[src/rtl/bitblade_shift_accumulator.sv]
// Purpose: accumulates shifted signed lane sums (or XNOR bit counts) per group and presents the total.
// Latency: the result is valid one cycle after the beat that carries IN_LAST.
// Backpressure: IN_READY drops while a result is held; OUT_READY releases it, and IN_READY rises again in the next cycle.
module bitblade_shift_accumulator #(
    parameter int LANES = 4,
    parameter int ACC_W = 24
) (
    input  logic                 CLK,
    input  logic                 RESET_N,
    input  logic                 IN_VALID,
    output logic                 IN_READY,
    input  logic                 IN_LAST,
    input  logic [LANES*6-1:0]   PROD,
    input  logic [3:0]           SHIFT,
    input  logic                 BIN,
    output logic                 OUT_VALID,
    input  logic                 OUT_READY,
    output logic [ACC_W-1:0]     OUT_ACC,
    output logic [3:0]           OUT_BEATS,
    output logic                 OUT_OVF
);

    localparam int SUM_W = 7 + $clog2(LANES);

    typedef enum logic [1:0] {
        S_IDLE  = 2'd0,
        S_ACCUM = 2'd1,
        S_HOLD  = 2'd2
    } state_t;

    state_t             state_q, state_d;
    logic [ACC_W-1:0]   acc_q, acc_d;
    logic [3:0]         beats_q, beats_d;
    logic               ovf_q, ovf_d;
    logic               out_valid_q, out_valid_d;
    logic [ACC_W-1:0]   out_acc_q, out_acc_d;
    logic [3:0]         out_beats_q, out_beats_d;
    logic               out_ovf_q, out_ovf_d;

    logic [5:0]         lane_raw;
    logic [SUM_W-1:0]   lane_val;
    logic [SUM_W-1:0]   lane_sum;
    logic [ACC_W-1:0]   term;
    logic [ACC_W-1:0]   add_sum;
    logic               step_ovf;
    logic               accept;

    assign IN_READY  = (state_q != S_HOLD);
    assign accept    = IN_VALID && IN_READY;
    assign OUT_VALID = out_valid_q;
    assign OUT_ACC   = out_acc_q;
    assign OUT_BEATS = out_beats_q;
    assign OUT_OVF   = out_ovf_q;

    // Lane sum is wide enough that it can never wrap before the shift.
    always_comb begin
        lane_raw = '0;
        lane_val = '0;
        lane_sum = '0;
        for (int i = 0; i < LANES; i++) begin
            lane_raw = PROD[6*i +: 6];
            if (BIN) begin
                lane_val = {{(SUM_W-1){1'b0}}, lane_raw[0]};
            end else begin
                lane_val = {{(SUM_W-6){lane_raw[5]}}, lane_raw};
            end
            lane_sum = lane_sum + lane_val;
        end
        term     = {{(ACC_W-SUM_W){lane_sum[SUM_W-1]}}, lane_sum} << SHIFT;
        add_sum  = acc_q + term;
        step_ovf = (acc_q[ACC_W-1] == term[ACC_W-1]) && (add_sum[ACC_W-1] != acc_q[ACC_W-1]);
    end

    always_comb begin
        state_d     = state_q;
        acc_d       = acc_q;
        beats_d     = beats_q;
        ovf_d       = ovf_q;
        out_valid_d = out_valid_q;
        out_acc_d   = out_acc_q;
        out_beats_d = out_beats_q;
        out_ovf_d   = out_ovf_q;
        case (state_q)
            S_IDLE, S_ACCUM: begin
                if (accept) begin
                    if (state_q == S_IDLE) begin
                        acc_d   = term;
                        beats_d = 4'd1;
                        ovf_d   = 1'b0;
                    end else begin
                        acc_d   = add_sum;
                        beats_d = (beats_q == 4'd15) ? 4'd15 : beats_q + 4'd1;
                        ovf_d   = ovf_q || step_ovf;
                    end
                    if (IN_LAST) begin
                        out_valid_d = 1'b1;
                        out_acc_d   = acc_d;
                        out_beats_d = beats_d;
                        out_ovf_d   = ovf_d;
                        state_d     = S_HOLD;
                    end else begin
                        state_d     = S_ACCUM;
                    end
                end
            end
            S_HOLD: begin
                if (OUT_READY) begin
                    out_valid_d = 1'b0;
                    state_d     = S_IDLE;
                end
            end
            default: state_d = S_IDLE;
        endcase
    end

    always_ff @(posedge CLK or negedge RESET_N) begin
        if (!RESET_N) begin
            state_q     <= S_IDLE;
            acc_q       <= '0;
            beats_q     <= '0;
            ovf_q       <= 1'b0;
            out_valid_q <= 1'b0;
            out_acc_q   <= '0;
            out_beats_q <= '0;
            out_ovf_q   <= 1'b0;
        end else begin
            state_q     <= state_d;
            acc_q       <= acc_d;
            beats_q     <= beats_d;
            ovf_q       <= ovf_d;
            out_valid_q <= out_valid_d;
            out_acc_q   <= out_acc_d;
            out_beats_q <= out_beats_d;
            out_ovf_q   <= out_ovf_d;
        end
    end

endmodule

[config.mk]
export PLATFORM = sky130hd
export DESIGN_NAME = bitblade_shift_accumulator
export DESIGN_NICKNAME = d
export VERILOG_FILES = /design/src/rtl/bitblade_shift_accumulator.sv
export SDC_FILE = /design/constraint.sdc
export NUM_CORES = 1
export LEC_CHECK = 0
export CAP_MARGIN = 40
export CORE_UTILIZATION = 52
export CTS_BUF_LIST = sky130_fd_sc_hd__clkbuf_8 sky130_fd_sc_hd__clkbuf_16
export CTS_CLUSTER_DIAMETER = 80
export DETAILED_ROUTE_END_ITERATION = 8
export HOLD_SLACK_MARGIN = 0.02
export PLACE_DENSITY = 0.79
export RECOVER_POWER = 25
export SYNTH_ARGS = -nofsm -noshare
export SYNTH_HDL_FRONTEND = slang
export SYNTH_SLANG_ARGS = --single-unit
[constraint.sdc]
create_clock -name CLK -period 2.9 [get_ports CLK]
set_clock_uncertainty 0.2 [all_clocks]
set_input_delay 0.58 -clock CLK [delete_from_list [all_inputs] [get_ports CLK]]
set_output_delay 0.58 -clock CLK [all_outputs]
set_load 0.01 [all_outputs]
# Word-level counts from Yosys, hierarchy flattened
# Index checks and enable logic that the tools add are counted.
# totals
regBits,61
input_bits,34
out_inout_bits,31
wordCells,49
# op_classes
n_addsub,5
eq_ne,9
shift,1
n_mux,16
n_reduce_logical,10
# ops
cell,n
2-to-1 mux 9 bit,4
adder 9 bit,3
adder 24 bit,1
2-to-1 mux 24 bit,1
<< shifter 24 x 4 -> 24 bit,1
2-to-1 mux 4 bit,2
!= test 2 bit (second input constant),4
2-to-1 mux 2 bit,3
adder 4 x 1 -> 4 bit (second input constant),1
== test 4 bit (second input constant),1
2-to-1 mux 1 bit,4
case mux 2 bit (2 select lines),1
AND reduction 2 bit,2
AND reduction 4 bit,1
AND reduction 3 bit,1
== test 2 x 1 -> 1 bit (second input constant),1
== test 2 bit (second input constant),1
logical AND 1 bit,2
logical NOT 2 bit,1
case mux 1 bit (2 select lines),1
nonzero test 2 bit,1
OR reduction 2 bit,1
== test 1 bit,1
logical OR 1 bit,1
!= test 1 bit,1

# Logic depth before layout (Yosys ltp)
# depth
ltp_word,10
depth_mapped,27
ltp_nobuf,26

# Least setup slack after synthesis
# OpenSTA, ideal clock, no wires.
# synth_path
kind,input port to flip-flop
startpoint,input BIN
endpoint,register out_acc_q[22] (netlist: OUT_ACC[22])
setup_time_ns,0.137
arrival_time_ns,6.068
slack_ns,-3.505
path_stages,27
path_buffers,1
path_cell_list,clkbuf_1 nor2b_1 fa_1 inv_1 fa_1 inv_1 ha_1 inv_1 fa_1 nor2b_4 o31a_1 o21a_1 or3_1 and2_4 or4_1 o211ai_1 o21ai_0 ha_1 a21oi_1 nand2_1 a211oi_1 o31ai_2 a21oi_1 o21ai_1 a31oi_1 mux2i_1 o211ai_1
# synth_between
elab_chain_len,7
elab_cells_between_ends,10
cone_classes,4 x add/sub; 1 x shift; 5 x mux
# synth_rtl
element,line,text
start: declaration,15,"input logic BIN,"
2-to-1 mux 9 bit,62,if (BIN) begin
adder 9 bit (2 in a row),67,lane_sum = lane_sum + lane_val;
adder 9 bit *,67,
<< shifter 24 x 4 -> 24 bit *,69,"term = {{(ACC_W-SUM_W){lane_sum[SUM_W-1]}}, lane_sum} << SHIFT;"
adder 24 bit,70,add_sum = acc_q + term;
2-to-1 mux 24 bit *,86,if (state_q == S_IDLE) begin
end signal: assignment,132,out_acc_q <= out_acc_d;
end: declaration,36,"logic [ACC_W-1:0] out_acc_q, out_acc_d;"
# Every way passes the cells marked *; elsewhere a longest branch is shown, timed or not.
# A chain may end at the register's enable or synchronous reset.

# Final worst setup path
# layout_path
startpoint,input PROD[7]
endpoint,register out_acc_q[19] (netlist: OUT_ACC[19])
# layout_between
elab_chain_len,7
# layout_rtl
element,line,text
start: declaration,13,"input logic [LANES*6-1:0] PROD,"
2-to-1 mux 9 bit *,62,
adder 9 bit * (3 in a row),67,
<< shifter 24 x 4 -> 24 bit *,69,
adder 24 bit,70,
2-to-1 mux 24 bit *,86,
# Marks and branches as above.

==> flow_metrics.tcl <==
set metrics [dict create \
    peakVddDrop_mv 0.817 \
    coreArea_um2 9730 \
    first_pass_iters 7 \
    cp_num_buf_inv 11 \
    ant_nets 0 \
    slowest_stage "fa_1" \
    vias_per_cell 7.08 \
    drive_gt1_share_pct 43.4 \
    synthTopCellsByArea "dfrtp_1, ha_1, nand2_1" \
    total_leakage_power_nw 3.96 \
    synthesis.area_um2 5210 \
    pre_cts_ws_ps -3960 \
    clock_latency_ps 360 \
    finalCritPeriodShare_pct 223 \
    drc 0 \
    finalInstanceArea_um2 8840 \
    gr-usage-all-layers_pct 40.1 \
    critical_path.most_common_cell "buf_6" \
    synth.most_common_cell "nand2_1" \
    grt_pass1_vias 6420 \
    placementRows 36 \
    cts_inserted_buffers 9 \
    clk_pin_slew_worst_paths_ps 80 \
    path_delay_family "adder cells" \
    globalplace.congestion 0.926 \
    hold_viol 0 \
    synthTopCellsByCount "nand2_1, dfrtp_1, o21ai_0" \
    crit_required_ps 2940 \
    rsz0062_at_grt "yes" \
    report.final.setup_viol 50 \
    criticalPathCategory "input pin to register" \
    start_util_pct 53.6 \
    cts.sinks 61 \
    synth.top_cell.area_share_pct 29.3 \
    ys_ff_latch 61 \
    synthesis.nets 737 \
    syn2layout_area_growth_pct 69.7 \
    wirelength_mm 27.8 \
    min_path_type "register to register" \
    maxCapViolations 0 \
    antennaDiodeCount 0 \
    avgSynthCellArea_um2 7.94 \
    syn_inst 656 \
    synth.distinct_cells 61 \
    fmax_mhz 154 \
    critPathCaptureType "register" \
    cp_max_fo 3 \
    violations "negative setup slack" \
    critPathMaxStageDelay_ps 530 \
    io_buffers 64 \
    dpl_cell_area_um2 7200 \
    fin_nets 968 \
    seq_area_frac_synth_pct 29.3 \
    antenna_found_initial 0 \
    grt_pass1_wl_mm 31.8 \
    slew_headroom_pct 14.5 \
    ys.flop_type "dfrtp_1" \
    h-tree-depth 3 \
    yosys.area.top_type "dfrtp_1" \
    worst_setup_path_start_kind "input pin" \
    initialDrtViolationCount 1038 \
    tritoncts "yes" \
    min_period_ps 6470 \
    cts_buffer_depth 2 \
    async_flop_share_pct 100 \
    synth-edff-count 0 \
    layout_setup_ws_ps -3570 \
    worst_pin_slew_ps 1280 \
    yosysWarningCount 0 \
    wl_per_cell_um 27.1 \
    fp.dieW_um 102 \
    p_per_area_nw_per_um2 1170 \
    slew_violations 0 \
    grt_max_degree 45 \
    arrival_ps 6510 \
    pin_count 65 \
    dr_total_vias 7256 \
    grt-ovfl-total 0 \
    die_y_um 102 \
    cts_root_buf "clkbuf_8" \
    die-area_um2 10400 \
    status "finished, violations left" \
    place.detailed.hpwl_mm 11.6 \
]
worst paths after layout:
check / start / endpoint / slack (ps) / depth (start not counted)
worst max-delay path: PROD[7] / OUT_ACC[19] / -3570 / 33
worst min-delay path: OUT_BEATS[3] / OUT_BEATS[3] / 280 / 2
worst max register to register: acc_q[1] / acc_q[21] / -390 / 10
worst min register to register: OUT_BEATS[3] / OUT_BEATS[3] / 280 / 2
max in group asynchronous: RESET_N / acc_q[10] / 470 / 3
min in group asynchronous: RESET_N / OUT_ACC[21] / 840 / 2
worst register-to-register path, stage by stage (launching register included):
cell	delay (ps)
dfrtp_1	430
ha_1	310
a21o_1	380
a221oi_4	150
or3_4	450
a211oi_4	400
o22ai_2	160
o21ai_2	220
nand3_2	110
a32oi_2	270
o21ai_1	90
state kept, by name, summed over array words and instances (netlist names):
register	cells
state_q	2
OUT_BEATS	4
ovf_q	1
beats_q	4
OUT_ACC	24
OUT_OVF	1
OUT_VALID	1
acc_q	24
cell usage in the layout (no fill, tap or decap), types with 7 or more instances in the layout:
cell type	count
buf_4	156
nand2_1	96
dfrtp_1	61
clkdlybuf4s50_1	47
o21ai_1	46
nor2_1	43
buf_6	27
inv_1	25
a21oi_2	21
ha_4	21
o21ai_0	20
o21ai_2	18
a21oi_1	15
nor2b_4	14
a21o_1	12
ha_1	12
fa_1	10
nand2b_1	9
a21oi_4	9
clkbuf_8	9
nand3_1	8
inv_2	8
o21a_1	7
xnor2_2	7
nor2_2	7
xor2_1	7
per-layer routing:
| layer | global-route usage, % | wire [µm] | up-vias |
|---|---|---|---|
| met3 | 7.59 | 3570 | 361 |
| met4 | 23.4 | 3150 | 6 |
| met2 | 70.2 | 12400 | 811 |
| met5 | 0 | 80 | - |
| li1 | - | - | 2782 |
| met1 | 45.7 | 8550 | 3296 |
cell type report:
cell class | count | area [µm²]
clock buffer | 9 | 124
clock inverter | 7 | 98.8
fill | 366 | 885
inverter | 33 | 124
multi-input combinational | 530 | 4620
sequential | 61 | 1530
tap | 133 | 166
timing repair buffer | 252 | 2180
power breakdown:
part	internal, mW	total, mW	leakage [nW]	switching, mW
Sequential	1.20	1.55	0.769	0.352
Clock	0.489	0.908	0.110	0.419
Combinational	3.72	7.90	3.08	4.18
per-stage QoR:
stage	hold WS, ps	utilization (%)	setup TNS, ps	std cells	total power [mW]
6_report	281	90.9	-142280	1025	10.4
5_1_grt	324	90.9	-154640	1025	10.8
4_1_cts	283	84.7	-122150	1011	8.35
3_5_place_dp	263	74.0	-163130	960	6.56
3_3_place_gp	259	74.0	-156090	960	6.35
2_1_floorplan	84.4	-	-112050	656	4.44
kinds of logic (layout without fill, tap and decap cells):
group | Yosys count | in the layout | synth area share (%)
compound gates | 210 | 210 | 24.7
buf+inv | 65 | 301 | 4.75
simple gates | 237 | 237 | 21.1
mux | 16 | 16 | 3.43
flops | 61 | 61 | 29.3
fa+ha+maj | 47 | 47 | 13.3
xor+xnor | 20 | 20 | 3.36
what timing repair did:
action,in CTS,in global routing
gates resized for setup,162,98
hold buffers,1,0
gates cloned,1,0
pin swaps,98,71
setup buffers,37,18
endpoints found under the hold margin,19,0
setup endpoints to repair,48,50
Note: power is estimated with default switching activity, not from simulation.
